===== src/rtl/bound_flasher_pkg.sv =====
// Shared types and constants for the flick input conditioning path.
package bound_flasher_pkg;

  // Debounce FSM states: stable low, candidate rise, stable high, candidate fall.
  typedef enum logic [1:0] {
    LOW      = 2'd0,
    RISE_CHK = 2'd1,
    HIGH     = 2'd2,
    FALL_CHK = 2'd3
  } flick_state_t;

  // Default number of consecutive stable synchronized cycles to accept a new level.
  localparam int FLICK_DEBOUNCE_DEFAULT = 16;

endpackage : bound_flasher_pkg


===== src/rtl/sync_2ff.sv =====
// Two-flop synchronizer for a single asynchronous level into the clk domain.
module sync_2ff (
  input  logic clk,
  input  logic rst,
  input  logic d,
  output logic q
);

  logic meta_q;
  logic sync_q;

  // First flop may go metastable; second flop gives it a full cycle to settle.
  always_ff @(posedge clk) begin
    if (rst) begin
      meta_q <= 1'b0;
      sync_q <= 1'b0;
    end else begin
      meta_q <= d;
      sync_q <= meta_q;
    end
  end

  assign q = sync_q;

endmodule : sync_2ff


===== src/rtl/flick_conditioner.sv =====
// Debounces the flick push-button: synchronize, require DEBOUNCE_CYCLES stable
// cycles at the new level, and emit one-cycle rise/fall pulses on each accepted edge.
module flick_conditioner
  import bound_flasher_pkg::*;
#(
  parameter int DEBOUNCE_CYCLES = FLICK_DEBOUNCE_DEFAULT
) (
  input  logic clk,
  input  logic rst,
  input  logic flick_raw,
  output logic flick,
  output logic flick_rise,
  output logic flick_fall
);

  // Width holds 0..DEBOUNCE_CYCLES-1 exactly; never below one bit.
  localparam int CNT_W = (DEBOUNCE_CYCLES > 2) ? $clog2(DEBOUNCE_CYCLES) : 1;
  localparam logic [CNT_W-1:0] CNT_MAX = CNT_W'(DEBOUNCE_CYCLES - 1);

  logic             sync;
  flick_state_t     state_q, state_d;
  logic [CNT_W-1:0] cnt_q, cnt_d;
  logic             flick_q, flick_d;
  logic             rise_q, rise_d;
  logic             fall_q, fall_d;

  sync_2ff u_sync (
    .clk (clk),
    .rst (rst),
    .d   (flick_raw),
    .q   (sync)
  );

  // Next-state logic: a candidate level must persist for the full count, any
  // glitch back to the old level abandons the candidate and clears the count.
  always_comb begin
    state_d = state_q;
    cnt_d   = cnt_q;
    rise_d  = 1'b0;
    fall_d  = 1'b0;
    case (state_q)
      LOW: begin
        if (sync) begin
          state_d = RISE_CHK;
          cnt_d   = '0;
        end
      end
      RISE_CHK: begin
        if (!sync) begin
          state_d = LOW;
          cnt_d   = '0;
        end else if (cnt_q == CNT_MAX) begin
          state_d = HIGH;
          cnt_d   = '0;
          rise_d  = 1'b1;
        end else begin
          cnt_d = cnt_q + CNT_W'(1);
        end
      end
      HIGH: begin
        if (!sync) begin
          state_d = FALL_CHK;
          cnt_d   = '0;
        end
      end
      FALL_CHK: begin
        if (sync) begin
          state_d = HIGH;
          cnt_d   = '0;
        end else if (cnt_q == CNT_MAX) begin
          state_d = LOW;
          cnt_d   = '0;
          fall_d  = 1'b1;
        end else begin
          cnt_d = cnt_q + CNT_W'(1);
        end
      end
      default: begin
        state_d = LOW;
        cnt_d   = '0;
      end
    endcase
    flick_d = (state_d == HIGH) || (state_d == FALL_CHK);
  end

  // State, counter and outputs all registered; reset wins and never emits a pulse.
  always_ff @(posedge clk) begin
    if (rst) begin
      state_q <= LOW;
      cnt_q   <= '0;
      flick_q <= 1'b0;
      rise_q  <= 1'b0;
      fall_q  <= 1'b0;
    end else begin
      state_q <= state_d;
      cnt_q   <= cnt_d;
      flick_q <= flick_d;
      rise_q  <= rise_d;
      fall_q  <= fall_d;
    end
  end

  assign flick      = flick_q;
  assign flick_rise = rise_q;
  assign flick_fall = fall_q;

endmodule : flick_conditioner


===== config.mk =====
export PLATFORM = sky130hd
export DESIGN_NAME = flick_conditioner
export DESIGN_NICKNAME = d
export VERILOG_FILES = /design/src/rtl/bound_flasher_pkg.sv /design/src/rtl/sync_2ff.sv /design/src/rtl/flick_conditioner.sv
export SDC_FILE = /design/constraint.sdc
export NUM_CORES = 1
export LEC_CHECK = 0
export BUFFER_PORTS_ARGS = -buffer_cell sky130_fd_sc_hd__buf_2
export CAP_MARGIN = 0
export CORE_AREA = 2 2 39 41
export DETAILED_ROUTE_END_ITERATION = 10
export DIE_AREA = 0 0 41 43
export GPL_TIMING_DRIVEN = 1
export SETUP_SLACK_MARGIN = 0.4
export SKIP_LAST_GASP = 1
export SYNTH_ARGS = -nofsm -noshare
export SYNTH_HDL_FRONTEND = slang
export SYNTH_HIERARCHICAL = 1
export SYNTH_SLANG_ARGS = --single-unit
export TNS_END_PERCENT = 100

===== constraint.sdc =====
create_clock -name clk -period 1 [get_ports clk]
set_input_delay 0.05 -clock clk [delete_from_list [all_inputs] [get_ports clk]]
set_output_delay 0.05 -clock clk [all_outputs]
set_load 0.02 [all_outputs]

==> results.sh <==
export IMPL_min_to="u_sync/meta_q"
export IMPL_synth_compound_area_share=0.0973
export IMPL_cts_sinks=10
export IMPL_diodes=0
export IMPL_cap_violations=0
export IMPL_min_period_over_period=1.07
export IMPL_path_class="flop to flop"
export IMPL_std_cell_rows=14
export IMPL_io_buffers=5
export IMPL_power_switching_uw=169
export IMPL_grt_pass1_wl_um=1450
export IMPL_setup_viol=5
export IMPL_syn_area_per_cell_um2=10.0
export IMPL_vias=371
export IMPL_multiInputGateArea_um2=273
export IMPL_cts_buffers=3
export IMPL_finalNetCount=62
export IMPL_clk_path_buf_depth=2
export IMPL_setup_slack_ps=-68.3
export IMPL_reg2reg_depth=3
export IMPL_sw_frac_of_total=0.211
export IMPL_grt_start_max_net_pins=10
export IMPL_internal_power_uw=633
export IMPL_grt_pass1_vias=336
export IMPL_min_path_cells=2
export IMPL_synth_top_family_by_area="simple AND/OR/NAND/NOR gates"
export IMPL_mappedNetlistArea_um2=412
export IMPL_violations="negative hold slack, negative setup slack"
export IMPL_num_io_pins=6
export IMPL_drtAntennaViolNets=0
export IMPL_antenna_found_initial=0
export IMPL_synth_yosys_warnings=6
export IMPL_synth_xor_area_frac=0.0608
export IMPL_final_area_um2=643
export IMPL_clockRootBuffer="clkbuf_4"
export IMPL_cts_htree_levels=1
export IMPL_ys_types=18
export IMPL_start_kind="flop"
export IMPL_drc=0
export IMPL_p_total_uw=803
export IMPL_max_stage_delay_ps=350
export IMPL_clkLatencyLatePin_ps=270
export IMPL_timing_final_crit_period_ps=1070
export IMPL_critPathTopFamily="simple AND/OR/NAND/NOR gates"
export IMPL_regArea_um2=214
export IMPL_yosys_area_top_type="dfxtp_1"
export IMPL_ys_seq_area_frac=0.486
export IMPL_synth_fa_ha_area_frac=0.0304
export IMPL_power_density_nw_per_um2=1250
export IMPL_cp_arrival_ps=1230
export IMPL_clock_fmax_mhz=936
export IMPL_grt_setup_unrepaired="yes"
export IMPL_routedWlPerCell_um=12.6
export IMPL_grt_usage=0.130
export IMPL_dieHeight_um=43
export IMPL_worstPathRequired_ps=1160
export IMPL_synth_ff_latch_count=10
export IMPL_coreArea_um2=1380
export IMPL_critPathBufInv=0
export IMPL_r2r_setup_slack_ps=-70
export IMPL_synth_area_mux_share=0.0243
export IMPL_comb_power_share=0.036
export IMPL_vias_per_cell=5.08
export IMPL_p_leak_nw=0.247
export IMPL_wirelength_um=917
export IMPL_initial_core_util=0.297
export IMPL_reg2reg_to="state_q[0]"
export IMPL_drtPass1Iterations=4
export IMPL_fill_cells=133
export IMPL_mostFrequentLayoutCells="7 x nand3_1, 7 x buf_4, 5 x dfxtp_2"
export IMPL_cts_tree="yes"
export IMPL_final_max_slew_viol_count=0
export IMPL_peakVddDrop_mv=0.922
export IMPL_post_dp_hpwl_um=597
export IMPL_status="finished with violations"
export IMPL_slew_headroom=0.840
export IMPL_drive_above_1_share=0.561
export IMPL_areaGrowthSynthToFinish_pct=56.2
export IMPL_crit_chain="ha_4 > nand4_1 > and3b_2"
export IMPL_pre_cts_slack_ps=-57.4
export IMPL_yosys_area_top_type_share=0.486
export IMPL_post_place_cells=67
export IMPL_clock_power_share=0.459
export IMPL_placed_cell_area_um2=533
export IMPL_die_w_um=41
export IMPL_grt_overflow=0
export IMPL_tightest_slew_ps=239
export IMPL_seqPwrFrac=0.506
export IMPL_dieArea_um2=1760
export IMPL_drt_iter0_drc=8
export IMPL_syn_nets=45
export IMPL_end_kind="flop"
export IMPL_hp_class="input pin to flop"
export IMPL_worstHoldStart="flick_raw"
export IMPL_netlist_instances=41
export IMPL_gp_congestion=0.707
export IMPL_synth_simple_area_share=0.292
export IMPL_path_clk_slew_ps=70
export IMPL_crit_slowest_cell="dfxtp_2"
export IMPL_finalHoldViolations=1
export IMPL_hold_ws_ps=-4.49
export IMPL_fin_skew_ps=5.41
export IMPL_cp_max_fo=4
export IMPL_synthTopCellsByArea="dfxtp_1 49%, nand3_1 8.5%, a21oi_1 4.9%, nor2b_1 4.6%, nor4b_1 4.3%"
export IMPL_timing_rr_start="cnt_q[1]"
export IMPL_instances_no_fill=73
-- cells by family (layout without fill, tap and decap cells) --
family | after synthesis | after routing
buffers and inverters | 1 | 17
AND/OR/NAND/NOR | 19 | 19
flip-flops | 10 | 10
AO/OA/AOI/OAI | 7 | 7
XOR/XNOR | 2 | 2
multiplexers | 1 | 1
adder cells (fa/ha/maj) | 1 | 1
-- power groups by stage --
| stage | clock (mW) | combinational (mW) | sequential, mW |
|---|---|---|---|
| 6_report | 0.368 | 0.0287 | 0.406 |
| 2_1_floorplan | 0 | 0.0155 | 0.416 |
| 4_1_cts | 0.378 | 0.0289 | 0.408 |
| 3_3_place_gp | 0 | 0.0274 | 0.417 |
| 3_5_place_dp | 0 | 0.0279 | 0.417 |
| 5_1_grt | 0.412 | 0.0313 | 0.406 |
-- area by class of cell --
class                           instances  share of cell area
Clock buffer                            4              0.0564
Inverter                                1             0.00584
Multi-Input combinational cell         30               0.424
Sequential cell                        10               0.333
Tap cell                               16              0.0311
Timing Repair Buffer                   12               0.150
-- stage by stage --
stage	setup TNS, ps	util
CTS	-203	0.446
global placement	-40.6	0.385
detailed placement	-128	0.385
global route	-658	0.465
floorplan	0	-
finish	-225	0.465
-- per-layer routing --
metal,track usage,routed length [um],vias to the layer above
met5,0,0,-
met4,0.0400,0,0
met3,0.105,103,0
met2,0.181,437,21
met1,0.147,375,163
li1,-,-,187
-- state kept, by name, summed over array words and instances (netlist names) --
register,count
cnt_q,4
flick_fall,1
flick_rise,1
state_q,2
u_sync/meta_q,1
u_sync/q,1
-- cell usage after synthesis --
cell / count
nand3b_1: 2
o21ai_1: 1
a21oi_1: 4
and4b_1: 1
o2111ai_1: 1
nand4_1: 1
ha_1: 1
a31oi_1: 1
nor2_1: 2
nor2b_1: 3
xor2_2: 1
inv_1: 1
nand3_1: 7
nor4b_1: 2
mux2i_1: 1
and3b_2: 1
dfxtp_1: 10
xnor2_1: 1
-- repair_timing --
item,in CTS,in global routing
gates resized for setup,9,7
endpoints found under the setup margin,11,11
setup buffers,2,0
pin swaps,2,7
endpoints found under the hold margin,1,1
-- worst max-delay path by stage --
stage | from | endpoint | slack [ps] | cells after the start
floorplan | cnt_q[1] | state_q[0] | 20 | 3
global placement | cnt_q[1] | flick_rise | -30 | 3
detailed placement | cnt_q[1] | flick_rise | -60 | 3
CTS | cnt_q[0] | state_q[0] | -40 | 3
global route | cnt_q[1] | state_q[1] | -120 | 4
finish | cnt_q[1] | state_q[0] | -70 | 3
-- worst register-to-register path, delay by kind of cell, from the launching register on --
family	cells	cell delay (ps)
and+or+nand+nor	2	470
DFF	1	350
adders and majority gates	1	140
No activity file was read; power rests on OpenSTA's default activity.
